### src/rtl/adder_pkg.sv
`timescale 1ns/1ps
// Shared definitions for the pipelined add/subtract unit and the ALU flag register.
package adder_pkg;

    localparam logic OP_ADD = 1'b0;
    localparam logic OP_SUB = 1'b1;

    typedef struct packed {
        logic cout;
        logic ovf;
        logic zero;
        logic neg;
    } adder_flags_t;

endpackage

### src/rtl/adder_slice.sv
`timescale 1ns/1ps
// One CHUNK-bit slice of the carry-chained adder: sum, carry out, and the
// carry into its MSB so the top slice can form signed overflow.
module adder_slice #(
    parameter int CHUNK = 8
) (
    input  logic [CHUNK-1:0] a,
    input  logic [CHUNK-1:0] b,
    input  logic             ci,
    output logic [CHUNK-1:0] s,
    output logic             co,
    output logic             cm
);

    logic [CHUNK:0] full;

    assign full = {1'b0, a} + {1'b0, b} + {{CHUNK{1'b0}}, ci};
    assign s    = full[CHUNK-1:0];
    assign co   = full[CHUNK];
    // A sum bit is a ^ b ^ carry-in, so the MSB carry-in falls out of the sum.
    assign cm   = a[CHUNK-1] ^ b[CHUNK-1] ^ full[CHUNK-1];

endmodule

### src/rtl/pipelined_adder.sv
`timescale 1ns/1ps
// Pipelined add/subtract: WIDTH bits split into STAGES carry-chained slices,
// one slice per stage, with a global stall and registered result/flags.
module pipelined_adder
    import adder_pkg::*;
#(
    parameter int WIDTH  = 32,
    parameter int STAGES = 4
) (
    input  logic             clk,
    input  logic             rst_n,
    input  logic             in_valid,
    output logic             in_ready,
    input  logic [WIDTH-1:0] a,
    input  logic [WIDTH-1:0] b,
    input  logic             cin,
    input  logic             sub,
    output logic             out_valid,
    input  logic             out_ready,
    output logic [WIDTH-1:0] sum,
    output logic             cout,
    output logic             ovf,
    output logic             zero,
    output logic             neg
);

    localparam int CHUNK = WIDTH / STAGES;
    localparam int NREG  = (STAGES > 1) ? STAGES - 1 : 1;

    function automatic adder_flags_t calc_flags(input logic [WIDTH-1:0] s,
                                                input logic co, input logic cm);
        adder_flags_t f;
        f.cout = co;
        f.ovf  = co ^ cm;
        f.zero = (s == '0);
        f.neg  = s[WIDTH-1];
        return f;
    endfunction

    logic              advance;
    logic [STAGES-1:0] vld_p;
    logic [STAGES-1:0] take;

    // Registers between stage i and i+1; operands are carried full width, skewed.
    logic [WIDTH-1:0]  a_p   [NREG];
    logic [WIDTH-1:0]  b_p   [NREG];
    logic [WIDTH-1:0]  sum_p [NREG];
    logic              c_p   [NREG];

    logic [WIDTH-1:0]  src_a   [STAGES];
    logic [WIDTH-1:0]  src_b   [STAGES];
    logic [WIDTH-1:0]  src_sum [STAGES];
    logic              src_c   [STAGES];
    logic [CHUNK-1:0]  slc_s   [STAGES];
    logic              slc_co  [STAGES];
    logic              slc_cm  [STAGES];
    logic [WIDTH-1:0]  nxt_sum [STAGES];

    adder_flags_t      flags_p;

    assign advance   = !vld_p[STAGES-1] || out_ready;
    assign in_ready  = rst_n && advance;
    assign out_valid = vld_p[STAGES-1];

    always_ff @(posedge clk) begin
        if (!rst_n) begin
            vld_p <= '0;
        end else if (advance) begin
            vld_p <= take;
        end
    end

    for (genvar i = 0; i < STAGES; i++) begin : g_stage
        if (i == 0) begin : g_src
            assign take[0]    = in_valid;
            assign src_a[0]   = a;
            assign src_b[0]   = (sub == OP_SUB) ? ~b : b;
            assign src_sum[0] = '0;
            assign src_c[0]   = cin ^ sub;
        end else begin : g_src
            assign take[i]    = vld_p[i-1];
            assign src_a[i]   = a_p[i-1];
            assign src_b[i]   = b_p[i-1];
            assign src_sum[i] = sum_p[i-1];
            assign src_c[i]   = c_p[i-1];
        end

        adder_slice #(.CHUNK(CHUNK)) u_slice (
            .a  (src_a[i][i*CHUNK +: CHUNK]),
            .b  (src_b[i][i*CHUNK +: CHUNK]),
            .ci (src_c[i]),
            .s  (slc_s[i]),
            .co (slc_co[i]),
            .cm (slc_cm[i])
        );

        // Lower slices are already filled in; upper bits of src_sum are still zero.
        assign nxt_sum[i] = src_sum[i] | (WIDTH'(slc_s[i]) << (i * CHUNK));

        if (i < STAGES - 1) begin : g_reg
            // ---- stage i -> stage i+1 boundary ----
            always_ff @(posedge clk) begin
                if (advance && take[i]) begin
                    a_p[i]   <= src_a[i];
                    b_p[i]   <= src_b[i];
                    sum_p[i] <= nxt_sum[i];
                    c_p[i]   <= slc_co[i];
                end
            end
        end
    end

    // ---- final stage -> output registers ----
    always_ff @(posedge clk) begin
        if (!rst_n) begin
            sum     <= '0;
            flags_p <= '0;
        end else if (advance && take[STAGES-1]) begin
            sum     <= nxt_sum[STAGES-1];
            flags_p <= calc_flags(nxt_sum[STAGES-1], slc_co[STAGES-1], slc_cm[STAGES-1]);
        end
    end

    assign cout = flags_p.cout;
    assign ovf  = flags_p.ovf;
    assign zero = flags_p.zero;
    assign neg  = flags_p.neg;

endmodule

### config.mk
export PLATFORM = sky130hd
export DESIGN_NAME = pipelined_adder
export DESIGN_NICKNAME = d
export VERILOG_FILES = /design/src/rtl/adder_pkg.sv /design/src/rtl/adder_slice.sv /design/src/rtl/pipelined_adder.sv
export SDC_FILE = /design/constraint.sdc
export NUM_CORES = 1
export LEC_CHECK = 0
export ABC_CLOCK_PERIOD_IN_PS = 2770
export BUFFER_PORTS_ARGS = -buffer_cell sky130_fd_sc_hd__buf_2
export CAP_MARGIN = 20
export CORE_MARGIN = 2
export CORE_UTILIZATION = 51
export DETAILED_ROUTE_END_ITERATION = 8
export PLACE_DENSITY = 0.84
export SYNTH_ARGS = -nofsm -noshare
export SYNTH_HDL_FRONTEND = slang
export SYNTH_SLANG_ARGS = --single-unit
### constraint.sdc
create_clock -name clk -period 2.77 [get_ports clk]
set_clock_uncertainty 0.2 [all_clocks]
set_input_delay 0.277 -clock clk [delete_from_list [all_inputs] [get_ports clk]]
set_output_delay 0.277 -clock clk [all_outputs]
set_load 0.02 [all_outputs]
# Word level (Yosys, flattened, before mapping)
# Memory sizes are Yosys's and may differ from the RTL's.
# Cells that the tools add are included.
[word_totals]
register_bits = 40
ram_bits = 291
inputBits = 70
output_inout_bits = 38
word_cells = 41
mem_count = 4
[op_classes]
n_addsub = 8
muxes = 7
bitwise_logic = 8
n_reduce_logical = 8
[mem_list]
columns = ["name", "depth", "width", "rd", "rd_ports_with_merged_regs", "wr", "line_no", "text"]
rows = [
  ["a_p", 3, 32, 3, 0, 3, "pipelined_adder.sv:45", "logic [WIDTH-1:0] a_p [NREG];"],
  ["b_p", 3, 32, 3, 0, 3, "pipelined_adder.sv:46", "logic [WIDTH-1:0] b_p [NREG];"],
  ["sum_p", 3, 32, 3, 0, 3, "pipelined_adder.sv:47", "logic [WIDTH-1:0] sum_p [NREG];"],
  ["c_p", 3, 1, 3, 0, 3, "pipelined_adder.sv:48", "logic c_p [NREG];"],
]
[ops]
columns = ["operator", "count"]
rows = [
  ["$add 8x8->9", 4],
  ["$add 9x1->9", 4],
  ["$logic_not 32->1", 1],
  ["$mux 32", 1],
  ["$not 32->32", 1],
  ["$or 32x16->32", 1],
  ["$or 32x24->32", 1],
  ["$or 32x32->32", 1],
  ["$mux 1", 6],
  ["$logic_and 1x1->1", 5],
  ["$xor 1x1->1", 4],
  ["$logic_not 1->1", 1],
  ["$logic_or 1x1->1", 1],
]

# Logic depth before layout (Yosys ltp)
# Gate-level depths: netlist (run 1).
[depth]
depth_word = 5
mapped_depth = 10
mapped_depth_nobuf = 9

# Hierarchy
# A second synthesis (run 1) with hierarchy kept.
[hier_totals]
hier_cells = 538
area_unflattened_um2 = 7689.9
[modules_own_cells]
columns = ["mod", "instances", "cells_per_inst", "area_each_um2"]
rows = [
  ["pipelined_adder", 1, 366, 6271.0],
  ["adder_slice at g_stage[2].u_slice ...", 2, 43, 364.1],
  ["adder_slice at g_stage[0].u_slice ...", 2, 43, 345.3],
]

# Worst setup path before layout (run 1)
# OpenSTA, ideal clock, no wires.
[synth_timing]
path_kind = "input-to-reg"
startpoint = "input port sub"
endpoint = "memory c_p[0][0], data pin"
setup_ps = 265
arrival_ps = 2434
required_time_ps = 2305
path_slack_ps = -129
path_stages = 10
path_buffers = 2
path_cell_list = "clkbuf_1 buf_2 xor2_1 fa_1 fa_1 a21o_1 a21oi_1 o21bai_1 a21oi_1 o21ai_0"
[synth_lines]
columns = ["element", "line_no", "text"]
rows = [
  ["start, declared", "pipelined_adder.sv:17", "input logic sub,"],
  ["end, declared", "pipelined_adder.sv:48", ""],
]

==> metrics.md, run 1 <==
| Metric | Value |
|---|---|
| CTS resizes | `0` |
| Area leader, netlist | `edfxtp_1` |
| Status | `finished clean` |
| Clk_lat worst skew | `~420 ps` |
| R2r worst-path depth | `8` |
| Reg-to-reg startpoint | `b_p[0][88]` |
| Sequential fraction of the synthesis area | `between 60% and 70%` |
| Vias per cell | `just over 5` |
| Net Count, Synth | `between 600 and 700` |
| Leading register cell type out of synthesis | `edfxtp_1` |
| Hold Crit Start | `a[0]` |
| DPL Wire Length | `around 9500 um` |
| First-pass GRT wire length | `around 23000 um` |
| Layout filler cell count | `between 900 and 1000` |
| CP Data Arrival Time | `about 2800 ps` |
| Clk slew on worst S/H paths | `approximately 70 ps` |
| Share of flip-flops with an asynchronous set or reset | `0%` |
| Initial DRC count | `~260` |
| WL/cell | `between 15 and 20 um` |
| Peak fanout along the critical path | `4` |
| Starting Density | `slightly above 50%` |
| Synth Instances | `between 500 and 600` |
| H-tree depth | `4` |
| PD cells | `about 680 nW/um^2` |
| Total track usage | `18.7%` |
| Vias in the first global route | `4701` |
| Ant. Diodes | `0` |
| Worst R2R Setup Slack | `between 150 and 200 ps` |
| WP data required | `2920 ps` |
| Warnings from Yosys | `0` |
| Post-CTS Setup Inserts | `0` |
| Critical Path Start Type | `flip-flop` |
| Max cap viols | `0` |
| Hold Path Stages | `2` |
| Count of state elements after synthesis | `between 150 and 200` |
| Mapped cell area | `around 7500 sq um` |
| P_leak | `~3.7 nW` |
| Horiz. Die Dim | `roughly 130 um` |
| CP endpoint kind | `flip-flop` |
| Max Buffers Root-to-Sink | `2` |
| Final critical-path required period | `approximately 2600 ps` |
| Post-DP Area | `around 8300 sq um` |
| Max-slew violation count | `0` |
| Area Overhead vs Synth | `25.6%` |
| WHS Endpoint | `sum_p[0][0]` |
| Hold WC Path Type | `input port to flip-flop` |
| Worst IR drop on VDD | `0.453 mV` |
| EDFF count, synth | `roughly 150` |
| Via count | `about 4600` |
| Port-buffer cells | `approximately 110` |
| Final design utilization | `65.0%` |
| Netlist cell types | `45` |
| Period utilization | `94.1%` |
| Nets@finish | `~800` |
| Top Ports | `108` |
| Max Clk Rate | `around 380 MHz` |
| Min Hold Slack | `between 30 and 40 ps` |
| Initial antenna violation count | `0` |
| ANT nets after route | `0` |
| GP Congestion | `just over 0.8` |
| Detailed-route DRC error count | `0` |
| Crit Path Class | `flip-flop to flip-flop` |
| Share of cells above drive strength 1 | `between 20 and 25%` |
| Final TNS setup | `0 ps` |
| Share of the synthesized area in the top cell type | `between 50% and 60%` |
| Die ar. | `around 16000 sq um` |
| Clk sink count | `around 190` |
| Final WL | `around 14000 um` |
| Top cells by area, synth | `edfxtp_1 (59%), dfxtp_1 (10%), xor2_1 (5.2%)` |
| Global route overflow | `0` |
| Largest net degree at the start of global routing | `43` |
| Clock root cell | `clkbuf_16` |
| Final Instance Area | `~9400 sq um` |
| Die Y | `between 100 and 150 um` |
| Worst reg2reg endpoint | `sum[30]` |
| RSZ-0062 raised after global routing | `false` |
| Final setup fails | `0` |
| Core Area | `roughly 14000 sq um` |
| CTS Buf Count | `17` |
| Std cell rows | `44` |
| Least-Margin Pin Slew | `around 530 ps` |
| Rel. slew slack | `~65%` |
| Final Hold Fails | `0` |
| CTS tree | `done` |
| Pre-Repair DR Iteration Count | `5` |
| Post-Syn Area per Cell | `roughly 14 sq um` |
[cells in the mapped netlist, types with 2 or more instances]
library cell,number
edfxtp_1,147
nand2_1,67
xor2_1,44
a21oi_1,42
dfxtp_1,39
ha_1,28
inv_1,22
nor2_1,14
xnor2_1,10
o21ai_0,9
a21o_1,8
buf_2,8
clkbuf_1,8
fa_1,8
nor3_1,7
and2_1,6
o21a_1,6
mux2i_1,4
nor4_1,4
a211oi_1,3
nand2b_1,3
nor2b_1,3
o21bai_1,3
a31oi_1,2
nand3_1,2
nand3b_1,2
nand4_1,2
nor4b_1,2
o211ai_1,2
o31a_1,2
o41ai_1,2
or2_2,2
or3_1,2
[report_power, final]
part           switching, mW  internal (mW)  leakage [nW]
logic                  0.325          0.273          1.71
clock network          0.982           1.49         0.295
registers             0.0555           3.22          1.71
total                   1.36           4.99          3.71
[worst max-delay path: stages, from the launching register on]
cell      delay [ps]
edfxtp_1         400
fa_1             490
inv_1             90
fa_1             260
nor2b_4           60
o31a_1           290
o31a_1           280
or3_1            370
a21oi_2          110
[worst max path at each step]
stage / start / slack (ps) / depth (start not counted) / to
detailed placement: sub / 10 / 9 / sum_p[0][7]
global placement: sub / 100 / 9 / c_p[0][0]
global route: b_p[0][88] / 10 / 8 / ovf
CTS: b_p[0][88] / 170 / 8 / sum[30]
finish: b_p[0][88] / 160 / 8 / sum[30]
floorplan: sub / 20 / 10 / c_p[0][0]
[per-stage QoR]
step / power, mW / setup WS [ps] / cells
6_report: 6.35 / 164 / 892
5_1_grt: 6.57 / 14.9 / 892
4_1_cts: 6.37 / 166 / 892
3_5_place_dp: 3.87 / 10.6 / 810
3_3_place_gp: 3.83 / 104 / 810
2_1_floorplan: 3.68 / 21.7 / 525
[flip-flops by register name, indices dropped and copies added (netlist names)]
| signal | count |
|---|---|
| sum | 32 |
| b_p | 48 |
| vld_p | 4 |
| a_p | 48 |
| zero | 1 |
| cout | 1 |
| sum_p | 48 |
| c_p | 3 |
| ovf | 1 |
[what timing repair did]
item	4_1_cts	5_1_grt
setup endpoints to repair	0	0
hold endpoints to repair	51	0
hold buffers	50	0
[logic make-up (layout without fill, tap and decap cells)]
group,Yosys count,in the layout,share of synthesized area (%)
AO/OA/AOI/OAI,88,88,7.39
XOR/XNOR,54,54,6.33
adder cells (fa/ha/maj),36,36,6.84
buffers and inverters,40,223,2.20
flip-flops,186,186,69.6
multiplexers,4,4,0.536
AND/OR/NAND/NOR,117,117,7.14
[placed cells by master (no fill, tap or decap), types with 3 or more instances in the layout]
cell type      netlist  final
a21o_1               8      8
and2_1               6      3
clkbuf_16            0     17
o21bai_1             3      3
dlygate4sd3_1        0     50
bufinv_16            0      3
xor2_1              44     44
o21a_1               6      6
nand2b_1             3      3
buf_4                1      9
and2_2               0      3
clkbuf_8             0      3
ha_1                28     28
a21oi_1             42     42
nor2b_1              3      3
dfxtp_1             39     39
fa_1                 8      8
buf_2                8    107
nor4_1               4      4
mux2i_1              4      4
edfxtp_1           147    147
nor2_1              14     14
nand2_1             67     67
clkinv_1             1      3
o21ai_0              9      9
a211oi_1             3      3
xnor2_1             10     10
inv_1               22     22
nor3_1               7      7
[area by class of cell]
| type | instances | area, sq um | share of cell area [%] |
|---|---|---|---|
| sequential | 186 | 5190 | 55.4 |
| multi-input combinational | 299 | 2110 | 22.5 |
| timing repair buffer | 168 | 1140 | 12.2 |
| clock buffer | 21 | 470 | 5.02 |
| tap | 184 | 230 | 2.45 |
| clock inverter | 11 | 141 | 1.51 |
| inverter | 23 | 86.3 | 0.920 |
[metal layers]
metal,vias to the layer above,track usage (%),share of wire (%)
met1,2167,22.4,41
met3,32,4.19,4.2
met4,0,8.63,3.1
met5,-,0,0
met2,165,32.4,52
li1,2223,-,-
No activity file was read; power rests on OpenSTA's default activity.
==> run 2, diff against run 1 <==
--- a/config.mk
+++ b/config.mk
@@ -8,10 +8,13 @@
 export ABC_CLOCK_PERIOD_IN_PS = 2770
 export BUFFER_PORTS_ARGS = -buffer_cell sky130_fd_sc_hd__buf_2
 export CAP_MARGIN = 20
+export CELL_PAD_IN_SITES_DETAIL_PLACEMENT = 0
+export CELL_PAD_IN_SITES_GLOBAL_PLACEMENT = 2
 export CORE_MARGIN = 2
-export CORE_UTILIZATION = 51
+export CORE_UTILIZATION = 36
 export DETAILED_ROUTE_END_ITERATION = 8
-export PLACE_DENSITY = 0.84
+export HOLD_SLACK_MARGIN = 0.06
+export PLACE_DENSITY = 0.85
 export SYNTH_ARGS = -nofsm -noshare
 export SYNTH_HDL_FRONTEND = slang
 export SYNTH_SLANG_ARGS = --single-unit
==> metrics.md, run 2 (synthesized netlist as in run 1, its figures left out) <==
| Metric | Value |
|---|---|
| Period utilization | `between 90% and 100%` |
| Final Non-Filler Cells | `between 900 and 1000` |
| Largest net degree at the start of global routing | `between 50 and 60` |
| Max Buffers Root-to-Sink | `2` |
| Largest registers | `a_p x48, b_p x48, sum_p x48` |
| Peak fanout along the critical path | `4` |
| DPL Wire Length | `9590 um` |
| Initial DRC count | `288` |
| Most common cell after layout, fill and taps aside | `edfxtp_1` |
| Critical Path Start Type | `flip-flop` |
| Via count | `around 4400` |
| Max cap viols | `0` |
| Final design utilization | `~46%` |
| Final critical-path required period | `about 2600 ps` |
| Final Instance Area | `about 9400 sq um` |
| Least-Margin Pin Slew | `just under 600 ps` |
| Worst IR drop on VDD | `0.423 mV` |
| Total track usage | `a little over an eighth` |
| Top Ports | `between 100 and 150` |
| Nets@finish | `between 700 and 800` |
| Max Clk Rate | `380 MHz` |
| GP Congestion | `0.786` |
| Min Hold Slack | `approximately 87 ps` |
| Dpl cells | `about 900` |
| Horiz. Die Dim | `approximately 150 um` |
| Final TNS setup | `0 ps` |
| Status | `finished clean` |
| Starting Density | `36.8%` |
| Setup ws final | `140 ps` |
| Final setup fails | `0` |
| Final Power | `approximately 6.1 mW` |
| Std cell rows | `52` |
| CTS tree | `done` |
| Max-slew violation count | `0` |
| Vias per cell | `4.48` |
| Die Y | `roughly 150 um` |
| Vias in the first global route | `roughly 4300` |
| Final WL | `13500 um` |
| WP data required | `2920 ps` |
| RSZ-0062 raised after global routing | `false` |
| Final Hold Fails | `0` |
| Area Overhead vs Synth | `26.0%` |
| H-tree depth | `4` |
| First-pass GRT wire length | `22100 um` |
| Hold WC Path Type | `input port to flip-flop` |
| Core Area | `20300 sq um` |
| Most frequent cells in the layout | `edfxtp_1 (147), buf_2 (107), nand2_1 (67)` |
| CP endpoint kind | `flip-flop` |
| Clk slew on worst S/H paths | `about 70 ps` |
| PD cells | `between 600 and 700 nW/um^2` |
| Clock root cell | `clkbuf_16` |
| Pre-Repair DR Iteration Count | `4` |
| Dpl ws | `-8.46 ps` |
| Crit Path Class | `flip-flop to flip-flop` |
| P_leak | `3.67 nW` |
| Detailed-route DRC error count | `0` |
| Port-buffer cells | `107` |
| Die ar. | `roughly 22000 sq um` |
| Layout filler cell count | `between 1500 and 2000` |
| CTS Buf Count | `17` |
| Share of cells above drive strength 1 | `between 20 and 25%` |
| Rel. slew slack | `approximately three fifths` |
| Ant. Diodes | `0` |
| Clk sink count | `186` |
| Clk_lat worst skew | `~430 ps` |
| Global route overflow | `0` |
| Post-DP Area | `8350 sq um` |
| WL/cell | `between 10 and 15 um` |
| Initial antenna violation count | `0` |
| CP Data Arrival Time | `between 2000 and 3000 ps` |
| ANT nets after route | `0` |
## run 2: report_power, final
part | internal [mW] | switching, mW | total [mW]
logic | 0.269 | 0.306 | 0.575
registers | 3.22 | 0.0532 | 3.28
clock network | 1.25 | 1.01 | 2.26
## run 2: area by class of cell
cell class	instances	area [sq um]	area share, %
Clock inverter	12	123	1.30
Multi-Input combinational cell	299	2110	22.5
Inverter	23	86.3	0.918
Timing Repair Buffer	166	1120	11.9
Clock buffer	20	437	4.64
Sequential cell	186	5190	55.2
Tap cell	270	338	3.59
## run 2: metal layers
layer  routed length (um)  global-route usage (%)
met1                 6500                    18.0
met2                 6200                    20.0
met3                  607                    2.93
met4                  232                    5.76
met5                    0                       0
## run 2: worst paths after layout
path              cells past startpoint  slack [ps]        from          end
setup / recovery                      8         140  b_p[0][88]      sum[30]
hold / removal                        2          90        a[1]  sum_p[0][1]
setup reg to reg                      8         140  b_p[0][88]      sum[30]
hold reg to reg                       0         220  a_p[0][59]   a_p[0][91]
## run 2: worst max-delay path: stages, from the launching register on
cell	delay [ps]
edfxtp_1	410
fa_1	490
inv_1	90
fa_1	250
nor2b_4	50
o31a_1	290
o31a_1	290
or3_1	370
a21oi_2	110
## run 2: repair_timing
action	CTS	global route
resized for setup	0	0
endpoints found under the hold margin	53	0
hold buffers	50	0
setup buffers	0	0
==> run 3, diff against run 2 <==
--- a/config.mk
+++ b/config.mk
@@ -5,16 +5,16 @@
 export SDC_FILE = /design/constraint.sdc
 export NUM_CORES = 1
 export LEC_CHECK = 0
-export ABC_CLOCK_PERIOD_IN_PS = 2770
+export ABC_CLOCK_PERIOD_IN_PS = 3200
 export BUFFER_PORTS_ARGS = -buffer_cell sky130_fd_sc_hd__buf_2
 export CAP_MARGIN = 20
 export CELL_PAD_IN_SITES_DETAIL_PLACEMENT = 0
 export CELL_PAD_IN_SITES_GLOBAL_PLACEMENT = 2
 export CORE_MARGIN = 2
-export CORE_UTILIZATION = 36
+export CORE_UTILIZATION = 43
 export DETAILED_ROUTE_END_ITERATION = 8
 export HOLD_SLACK_MARGIN = 0.06
-export PLACE_DENSITY = 0.85
+export PLACE_DENSITY = 0.94
 export SYNTH_ARGS = -nofsm -noshare
 export SYNTH_HDL_FRONTEND = slang
 export SYNTH_SLANG_ARGS = --single-unit
==> constraint.sdc (replaced) <==
create_clock -name clk -period 3.2 [get_ports clk]
set_clock_uncertainty 0.2 [all_clocks]
set_input_delay 0.32 -clock clk [delete_from_list [all_inputs] [get_ports clk]]
set_output_delay 0.32 -clock clk [all_outputs]
set_load 0.02 [all_outputs]
==> metrics.md, run 3 (synthesized netlist as in run 1, its figures left out) <==
| Metric | Value |
|---|---|
| CTS Buf Count | `17` |
| Max cap viols | `0` |
| CTS tree | `done` |
| Vias per cell | `around 4.7` |
| Peak fanout along the critical path | `4` |
| Min Hold Slack | `a little over 90 ps` |
| Horiz. Die Dim | `136 um` |
| Std cell rows | `48` |
| Period utilization | `~82%` |
| First-pass GRT wire length | `around 21000 um` |
| Crit Path Class | `flip-flop to flip-flop` |
| Largest registers | `a_p x48, b_p x48, sum_p x48` |
| Hold Path Stages | `2` |
| Worst R2R Setup Slack | `roughly 590 ps` |
| Via count | `around 4300` |
| Detailed-route DRC error count | `0` |
| Reg-to-reg startpoint | `b_p[0][88]` |
| P_leak | `about 3.7 nW` |
| CTS resizes | `0` |
| Starting Density | `43.6%` |
| Nets@finish | `799` |
| Hold Crit Start | `a[0]` |
| Total track usage | `~15%` |
| Final Instance Area | `9390 sq um` |
| Core Area | `between 15000 and 20000 sq um` |
| Status | `finished clean` |
| Port-buffer cells | `~110` |
| CP endpoint kind | `flip-flop` |
| PD cells | `578 nW/um^2` |
| Crit path launch | `b_p[0][88]` |
| Max Clk Rate | `between 300 and 400 MHz` |
| Pre-Repair DR Iteration Count | `4` |
| Worst IR drop on VDD | `0.415 mV` |
| ANT nets after route | `0` |
| Max-slew violation count | `0` |
| WP data required | `roughly 3400 ps` |
| Clk_lat worst skew | `420 ps` |
| Most frequent cells in the layout | `edfxtp_1 (147), buf_2 (107), nand2_1 (67)` |
| RSZ-0062 raised after global routing | `false` |
| Least-Margin Pin Slew | `approximately 730 ps` |
| Dpl cells | `849` |
| Top Ports | `around 110` |
| Hold WC Path Type | `input port to flip-flop` |
| CP Data Arrival Time | `2770 ps` |
| Critical Path Start Type | `flip-flop` |
| Final WL | `~13000 um` |
| Max Buffers Root-to-Sink | `2` |
| Initial DRC count | `270` |
| Die ar. | `between 15000 and 20000 sq um` |
| Rel. slew slack | `51.5%` |
| Post-DP Area | `just over 8000 sq um` |
| Multi-input gate area | `2110 sq um` |
| Worst reg2reg endpoint | `sum[30]` |
| GP Congestion | `between 0.7 and 0.8` |
| Clock root cell | `clkbuf_16` |
| Share of cells above drive strength 1 | `between 20% and 30%` |
| Final critical-path required period | `2610 ps` |
| Final Non-Filler Cells | `929` |
| Reg area | `about 5200 sq um` |
| Final TNS setup | `0 ps` |
| H-tree depth | `4` |
| DPL Wire Length | `approximately 9300 um` |
| Area Overhead vs Synth | `25.8%` |
| Post-CTS Setup Inserts | `0` |
| Ant. Diodes | `0` |
| Initial antenna violation count | `0` |
| Clk sink count | `186` |
| Clk slew on worst S/H paths | `roughly 60 ps` |
| Final Hold Fails | `0` |
| Die Y | `~140 um` |
| WL/cell | `~14 um` |
| WHS Endpoint | `sum_p[0][0]` |
| R2r worst-path depth | `8` |
| Most common cell after layout, fill and taps aside | `edfxtp_1` |
| CTS Hold Buffers Added | `50` |
| Largest net degree at the start of global routing | `58` |
| Layout filler cell count | `around 1400` |
| Vias in the first global route | `approximately 4300` |
| Final setup fails | `0` |
| Global route overflow | `0` |
-- run 3: area by class of cell --
cell class | instances | share of cell area (%)
clock buffer | 17 | 4.53
inverter | 23 | 0.919
tap | 225 | 3.00
sequential | 186 | 55.3
timing repair buffer | 166 | 11.9
clock inverter | 13 | 1.87
multi-input combinational | 299 | 22.5
-- run 3: how the worst max path moves through the flow --
| stage | to | slack (ps) | depth (start not counted) |
|---|---|---|---|
| 2_1_floorplan | c_p[0][0] | 260 | 10 |
| 3_3_place_gp | c_p[0][0] | 480 | 9 |
| 3_5_place_dp | sum_p[0][7] | 370 | 9 |
| 4_1_cts | sum[30] | 580 | 8 |
| 5_1_grt | zero | 400 | 8 |
| 6_report | sum[30] | 590 | 8 |
-- run 3: power by group --
part           switching [mW]  internal, mW  total [mW]
clock                   0.867          1.23        2.10
sequential             0.0468          2.79        2.84
combinational           0.265         0.232       0.497
total                    1.18          4.25        5.43
-- run 3: worst max-delay path: stages (launching register included) --
cell,delay [ps]
edfxtp_1,390
fa_1,490
inv_1,90
fa_1,250
nor2b_4,50
o31a_1,300
o31a_1,280
or3_1,370
a21oi_2,110
-- run 3: layer usage --
metal | vias up | share of wire (%) | routed length, um | global-route usage (%)
met5 | - | 0 | 0 | 0
met4 | 0 | 1.7 | 230 | 5.79
met3 | 19 | 4.3 | 572 | 3.44
met2 | 99 | 48 | 6330 | 25.1
met1 | 1989 | 46 | 6130 | 19.8
li1 | 2223 | - | - | -
-- run 3: through the flow --
stage,setup slack (ps),util [%],power [mW]
floorplan,258,-,3.18
global placement,481,48.4,3.33
detailed placement,371,48.4,3.34
CTS,576,54.9,5.49
global route,400,54.9,5.65
finish,588,54.9,5.43
